===== src/rtl/bttn_pkg.sv =====
// Shared definitions for the button-driven ALU sequencer: opcodes, display
// select codes and the FSM state encoding.
package bttn_pkg;

   localparam logic [2:0] OP_ADD = 3'b000;
   localparam logic [2:0] OP_SUB = 3'b001;
   localparam logic [2:0] OP_AND = 3'b010;
   localparam logic [2:0] OP_OR  = 3'b011;
   localparam logic [2:0] OP_XOR = 3'b100;
   localparam logic [2:0] OP_MUL = 3'b101;
   localparam logic [2:0] OP_SHL = 3'b110;
   localparam logic [2:0] OP_ACC = 3'b111;

   localparam logic [1:0] SEL_RES  = 2'b00;
   localparam logic [1:0] SEL_OPS  = 2'b01;
   localparam logic [1:0] SEL_STAT = 2'b10;
   localparam logic [1:0] SEL_OFF  = 2'b11;

   // The numeric codes are visible on the display bus, so they are fixed.
   typedef enum logic [1:0] {
      IDLE = 2'd0,
      EXEC = 2'd1,
      DONE = 2'd2
   } state_t;

endpackage


===== src/rtl/bttn_debounce.sv =====
// Start-button conditioning: two-flop synchroniser, optional debounce and a
// one-cycle rising-edge pulse. The debounce stage exists only when the
// BTTN_DEBOUNCE_EN macro is defined; otherwise the synchronised level feeds
// the edge detector directly and DEB_CYCLES has no effect.
module bttn_debounce #(
   parameter int unsigned DEB_CYCLES = 16
) (
   input  logic clk,
   input  logic rst_n,
   input  logic raw,
   output logic pulse
);

   logic sync_1;
   logic sync_2;
   logic level;
   logic level_d;

   // Bring the asynchronous button into the clk domain.
   always_ff @(posedge clk) begin
      if (!rst_n) begin
         sync_1 <= 1'b0;
         sync_2 <= 1'b0;
      end else begin
         sync_1 <= raw;
         sync_2 <= sync_1;
      end
   end

`ifdef BTTN_DEBOUNCE_EN
   localparam int unsigned CNT_W = (DEB_CYCLES > 1) ? $clog2(DEB_CYCLES) : 1;
   localparam logic [CNT_W-1:0] CNT_LOAD = CNT_W'(DEB_CYCLES - 1);

   logic [CNT_W-1:0] deb_cnt;

   // Down-counter restarts whenever the input agrees with the held level; the
   // level only flips after DEB_CYCLES consecutive disagreeing edges.
   always_ff @(posedge clk) begin
      if (!rst_n) begin
         level   <= 1'b0;
         deb_cnt <= CNT_LOAD;
      end else if (sync_2 == level) begin
         deb_cnt <= CNT_LOAD;
      end else if (deb_cnt == '0) begin
         level   <= sync_2;
         deb_cnt <= CNT_LOAD;
      end else begin
         deb_cnt <= deb_cnt - 1'b1;
      end
   end
`else
   assign level = sync_2;
`endif

   // Previous sample of the conditioned level for edge detection.
   always_ff @(posedge clk) begin
      if (!rst_n) begin
         level_d <= 1'b0;
      end else begin
         level_d <= level;
      end
   end

   assign pulse = level & ~level_d;

endmodule


===== src/rtl/bttn_alu_seq.sv =====
// Button-driven ALU sequencer: captures operands/opcode on a start edge,
// executes one of eight operations (multiply is iterative shift-add), holds
// result and flags, and drives a display bus and two LEDs.
// Optional start debounce is enabled by defining BTTN_DEBOUNCE_EN.
//
//   state | meaning
//   IDLE  | waiting for an accepted start edge
//   EXEC  | operation running (one edge, or WIDTH edges for MUL)
//   DONE  | result just written, done pulse for one cycle
//
// The status display view packs op, state and led into 7 bits, so WIDTH >= 3.
module bttn_alu_seq
   import bttn_pkg::*;
#(
   parameter int unsigned WIDTH      = 4,
   parameter int unsigned DEB_CYCLES = 16
) (
   input  logic                 clk,
   input  logic                 rst_n,
   input  logic [WIDTH-1:0]     A,
   input  logic [WIDTH-1:0]     B,
   input  logic [2:0]           opCode,
   input  logic [1:0]           select,
   input  logic                 start,
   output logic                 busy,
   output logic                 done,
   output logic [1:0]           led,
   output logic [3*WIDTH-1:0]   Y
);

   localparam int unsigned RW    = 3 * WIDTH;
   localparam int unsigned SW    = 4 * WIDTH;
   localparam int unsigned AW    = RW + 1;
   localparam int unsigned CNT_W = $clog2(WIDTH + 1);

   state_t             state_q;
   state_t             state_nxt;
   logic               start_pulse;
   logic [WIDTH-1:0]   a_q;
   logic [WIDTH-1:0]   b_q;
   logic [2:0]         op_q;
   logic [RW-1:0]      r_q;
   logic [1:0]         led_q;
   logic [CNT_W-1:0]   cnt_q;
   logic [2*WIDTH-1:0] prod_q;
   logic [2*WIDTH-1:0] mcand_q;
   logic [WIDTH-1:0]   mplier_q;
   logic [2*WIDTH-1:0] prod_step;
   logic [WIDTH:0]     add_sum;
   logic [WIDTH-1:0]   sub_diff;
   logic [AW-1:0]      acc_sum;
   logic [SW-1:0]      shl_wide;
   logic [RW-1:0]      res_alu;
   logic               carry_alu;

   bttn_debounce #(
      .DEB_CYCLES (DEB_CYCLES)
   ) u_debounce (
      .clk   (clk),
      .rst_n (rst_n),
      .raw   (start),
      .pulse (start_pulse)
   );

   // State register.
   always_ff @(posedge clk) begin
      if (!rst_n) begin
         state_q <= IDLE;
      end else begin
         state_q <= state_nxt;
      end
   end

   // Next-state logic; start edges outside IDLE are simply ignored.
   always_comb begin
      state_nxt = state_q;
      case (state_q)
         IDLE: if (start_pulse) state_nxt = EXEC;
         EXEC: if ((op_q != OP_MUL) || (cnt_q == '0)) state_nxt = DONE;
         DONE: state_nxt = IDLE;
         default: state_nxt = IDLE;
      endcase
   end

   // State-decoded outputs.
   always_comb begin
      busy = (state_q == EXEC);
      done = (state_q == DONE);
   end

   // Single-cycle operation results and carry/borrow flag.
   always_comb begin
      res_alu   = '0;
      carry_alu = 1'b0;
      add_sum   = {1'b0, a_q} + {1'b0, b_q};
      sub_diff  = a_q - b_q;
      acc_sum   = {1'b0, r_q} + AW'(a_q);
      shl_wide  = SW'(a_q) << b_q;
      case (op_q)
         OP_ADD: begin
            res_alu   = RW'(add_sum);
            carry_alu = add_sum[WIDTH];
         end
         OP_SUB: begin
            res_alu   = RW'(sub_diff);
            carry_alu = (a_q < b_q);
         end
         OP_AND: res_alu = RW'(a_q & b_q);
         OP_OR:  res_alu = RW'(a_q | b_q);
         OP_XOR: res_alu = RW'(a_q ^ b_q);
         OP_SHL: begin
            // Below RW the shifted operand fits in SW bits, so the top
            // WIDTH bits hold exactly what fell off the result.
            if (32'(b_q) >= RW) begin
               res_alu   = '0;
               carry_alu = |a_q;
            end else begin
               res_alu   = shl_wide[RW-1:0];
               carry_alu = |shl_wide[SW-1:RW];
            end
         end
         OP_ACC: begin
            res_alu   = acc_sum[RW-1:0];
            carry_alu = acc_sum[RW];
         end
         default: begin
            res_alu   = '0;
            carry_alu = 1'b0;
         end
      endcase
   end

   // One shift-add step: add the shifted multiplicand when the current
   // multiplier LSB is set.
   always_comb begin
      prod_step = prod_q + (mplier_q[0] ? mcand_q : '0);
   end

   // Operand capture, multiplier iteration, result and flag registers.
   always_ff @(posedge clk) begin
      if (!rst_n) begin
         a_q      <= '0;
         b_q      <= '0;
         op_q     <= '0;
         r_q      <= '0;
         led_q    <= 2'b00;
         cnt_q    <= '0;
         prod_q   <= '0;
         mcand_q  <= '0;
         mplier_q <= '0;
      end else begin
         case (state_q)
            IDLE: begin
               if (start_pulse) begin
                  a_q      <= A;
                  b_q      <= B;
                  op_q     <= opCode;
                  cnt_q    <= CNT_W'(WIDTH - 1);
                  prod_q   <= '0;
                  mcand_q  <= {{WIDTH{1'b0}}, A};
                  mplier_q <= B;
               end
            end
            EXEC: begin
               if (op_q == OP_MUL) begin
                  prod_q   <= prod_step;
                  mcand_q  <= mcand_q << 1;
                  mplier_q <= mplier_q >> 1;
                  if (cnt_q == '0) begin
                     r_q   <= RW'(prod_step);
                     led_q <= {(prod_step == '0), 1'b0};
                  end else begin
                     cnt_q <= cnt_q - 1'b1;
                  end
               end else begin
                  r_q   <= res_alu;
                  led_q <= {(res_alu == '0), carry_alu};
               end
            end
            default: ;
         endcase
      end
   end

   assign led = led_q;

   // Display source mux, purely from registered state.
   always_comb begin
      case (select)
         SEL_RES:  Y = r_q;
         SEL_OPS:  Y = RW'({a_q, b_q});
         SEL_STAT: Y = RW'({op_q, state_q, led_q});
         default:  Y = '0;
      endcase
   end

endmodule


===== config.mk =====
export PLATFORM = sky130hd
export DESIGN_NAME = bttn_alu_seq
export DESIGN_NICKNAME = d
export VERILOG_FILES = /design/src/rtl/bttn_pkg.sv /design/src/rtl/bttn_debounce.sv /design/src/rtl/bttn_alu_seq.sv
export SDC_FILE = /design/constraint.sdc
export NUM_CORES = 1
export LEC_CHECK = 0
export BUFFER_PORTS_ARGS = -buffer_cell sky130_fd_sc_hd__buf_2
export CAP_MARGIN = 20
export CELL_PAD_IN_SITES_DETAIL_PLACEMENT = 2
export CELL_PAD_IN_SITES_GLOBAL_PLACEMENT = 2
export CORE_MARGIN = 2
export CORE_UTILIZATION = 36
export CTS_BUF_LIST = sky130_fd_sc_hd__clkbuf_16
export DETAILED_ROUTE_END_ITERATION = 6
export GPL_ROUTABILITY_DRIVEN = 0
export PLACE_DENSITY = 0.89
export SLEW_MARGIN = 30
export SYNTH_ARGS = -nofsm -noshare
export SYNTH_HDL_FRONTEND = slang
export SYNTH_SLANG_ARGS = --single-unit

===== constraint.sdc =====
create_clock -name clk -period 2.7 [get_ports clk]
set_input_delay 0.54 -clock clk [delete_from_list [all_inputs] [get_ports clk]]
set_output_delay 0.54 -clock clk [all_outputs]
set_load 0.05 [all_outputs]

==> results.ini <==
[outcome]
outcome=complete, but fails checks
violations=negative setup slack

[yosys]
synth_cell_types=62
yosys_warnings=0
avgSynthCellArea_sq_um=7.703
ys_seq_area_share_pct=28.00
synth_edf_count=0
synth_flop_cell=dfxtp_1
ys_ff_latch=53
synth_area_sq_mm=0.003790
synth-async-reset-ratio_pct=0
syn-num-nets=538
postSynthCellCount=492

[layout]
drive_gt1_share_pct=18.58
areaGrowthSynthToFinish_pct=15.48
multi_input_area_sq_mm=0.002624
final_cell_mix=nand2_1, dfxtp_1, nor2_1
antenna_cells=0
final_nets=567
n_fill_cell=1192
final_common_cell=nand2_1
design_area_sq_mm=0.004377
regArea_sq_mm=0.001064

[floorplanning]
die_area_sq_mm=0.01136
core_area_sq_mm=0.01028
dieHeight_um=106.6
pin_count=32
die_x_um=106.6
rows=37
floorplan.initialDensity_pct=36.88

[clocking]
clock-sinks=53
root_buffer=clkbuf_16
clkLatencyLatePin_ps=320
cts_max_path_buffers=2
clkTransAtPathRegs_ps=80
htreeDepth=2
cts_tree=built
cts-buffers-inserted=5

[critical_path]
slowest_delay_ps=410
path_cells=buf_6, ha_1, a211o_1, a21oi_4, nand4b_1, xor2_1, o21ai_0, nor4_2, nand4b_1, nand3_1
regToRegEndpoint=led[1]
required_ps=2960
cp_slowest_cell=dfxtp_1
setup.worst_path.start_class=flop
cp_common_cell=nand4b_1
crit_path_max_fanout=12
critPathKind=flop to flop
rr_startpoint=a_q[1]
crit_arrival_ps=3010
end_kind=flop
reg2reg_depth=10
rrSetupSlack_ps=-50

[global_route]
grt_max_degree=45
grt_pass1_wl_um=25640
antenna_found_initial=0
grtUsageTotal_pct=29.63
grt_pass1_vias=4500
overflow=0

[sta]
fin_ws_ps=-50.71
fmax_mhz=363.5
hold_viol_final=0
rsz0062_at_grt=true
drv_slew=0
min_period_ps=2751
max_slew_margin_pct=52.23
worst_pin_slew_ps=713.9
fin_crit_sh_pct=101.9
fin_worst_skew_ps=12.94
setup_viol=2

[hold_path]
hold_class=input pin to flop
min_from=start
whs_path_depth=2
whs_endpoint=u_debounce.sync_1

[placement]
post-place-ws_ps=122.3
portBuffers=31
dpl.hpwl_um=11280
placed_cell_area_sq_mm=0.004104

[detailed_routing]
num_vias=4202
drt-initial-drc-count=366
ant_nets=0
drc=0
wl_per_cell_um=27.16
viasPerCell=6.386
drt_wl_total_um=17870
firstDrtPassIters=5

[power_and_ir_drop]
power.density_mw_per_mm2=411.8
finalPower_w=0.001802
p_leak_nw=1.759
ir_drop_mv=0.3111

[run]
cap_violations=0

==> where the power goes <==
part | switching, W | internal (W)
Clock | 0.000349 | 0.000345
Sequential | 0.0000312 | 0.000802
Combinational | 0.000187 | 0.0000882
==> flip-flops by register name, summed over array words and instances, names as in the netlist <==
name	flops
a_q	4
b_q	4
cnt_q	3
led	2
mcand_q	8
mplier_q	4
op_q	3
prod_q	8
r_q	12
state_q	2
u_debounce.level	1
u_debounce.level_d	1
u_debounce.sync_1	1
==> worst max-delay path: cells and delay by family, from the launching register on <==
kind / cells / cell delay, ps
AND/OR/NAND/NOR: 4 / 870
flip-flops: 1 / 410
adder cells (fa/ha/maj): 1 / 270
XOR/XNOR: 1 / 190
AO/OA/AOI/OAI: 3 / 740
buffers and inverters: 1 / 220
==> per-layer routing <==
metal	global-route usage (%)	share of wire, %	wire length [um]
met5	0	0	0
met4	17.44	6.2	1111
met3	4.559	7.0	1258
met2	50.27	48	8520
met1	35.36	39	6980
==> cell families after synthesis <==
logic type	after synthesis	share of synthesized area [%]
AOI/OAI and AO/OA	133	22.22
DFF	53	28.00
adders and majority gates	30	10.70
xor gates and xnor gates	19	4.391
buffers and inverters	46	5.810
muxes	14	3.863
and+or+nand+nor	197	25.03
==> cell usage after synthesis, drive strengths merged, types with 3 or more instances <==
library cell | number | area (sq um)
nand3b | 3 | 35.03
buf | 14 | 97.59
clkbuf | 16 | 62.56
nand2b | 4 | 25.02
o22ai | 6 | 37.54
nor4 | 3 | 18.77
mux2i | 12 | 120.1
nand3 | 18 | 90.09
nor2 | 48 | 185.2
xnor2 | 7 | 61.31
nor3 | 7 | 35.03
and2 | 14 | 87.58
xor2 | 12 | 105.1
and3 | 4 | 25.02
a31oi | 7 | 43.79
a21oi | 47 | 242.7
inv | 15 | 56.30
o21a | 4 | 30.03
fa | 4 | 80.08
nor2b | 8 | 50.05
o211ai | 4 | 30.03
or2 | 3 | 18.78
a311oi | 6 | 52.55
o21ai | 29 | 148.9
a211oi | 10 | 85.08
a22oi | 5 | 37.54
a21o | 4 | 30.03
nand2 | 73 | 276.5
ha | 26 | 325.3
dfxtp | 53 | 1061
==> cell type report <==
class,count,area share (%)
Multi-Input combinational cell,393,59.95
Sequential cell,53,24.30
Timing Repair Buffer,52,7.233
Tap cell,136,3.888
Clock buffer,5,2.859
Inverter,16,1.372
Clock inverter,3,0.4002
==> metrics by stage <==
| stage | cells | utilization [%] | TNS [ps] | hold WS, ps |
|---|---|---|---|---|
| global route | 658 | 42.59 | -226.6 | 453.7 |
| detailed placement | 648 | 39.93 | 0 | 430.0 |
| floorplan | 492 | - | 0 | 411.9 |
| global placement | 648 | 39.93 | 0 | 421.7 |
| finish | 658 | 42.59 | -51.88 | 445.9 |
| CTS | 657 | 41.60 | 0 | 450.3 |
==> worst max-delay path by stage <==
| stage | from | to | slack [ps] | depth (start not counted) |
|---|---|---|---|---|
| 5_1_grt | b_q[0] | led[1] | -160 | 10 |
| 6_report | a_q[1] | led[1] | -50 | 10 |
| 4_1_cts | b_q[0] | led[1] | 20 | 10 |
| 3_5_place_dp | a_q[0] | led[1] | 120 | 11 |
| 3_3_place_gp | a_q[0] | led[1] | 200 | 11 |
| 2_1_floorplan | select[0] | Y[0] | 360 | 3 |
==> repair_timing <==
action	4_1_cts	5_1_grt
buffers inserted	1	1
hold buffers	0	0
gates resized for setup	6	22
setup endpoints to repair	3	3
pin swaps	2	4
No activity file was read; power rests on OpenSTA's default activity.
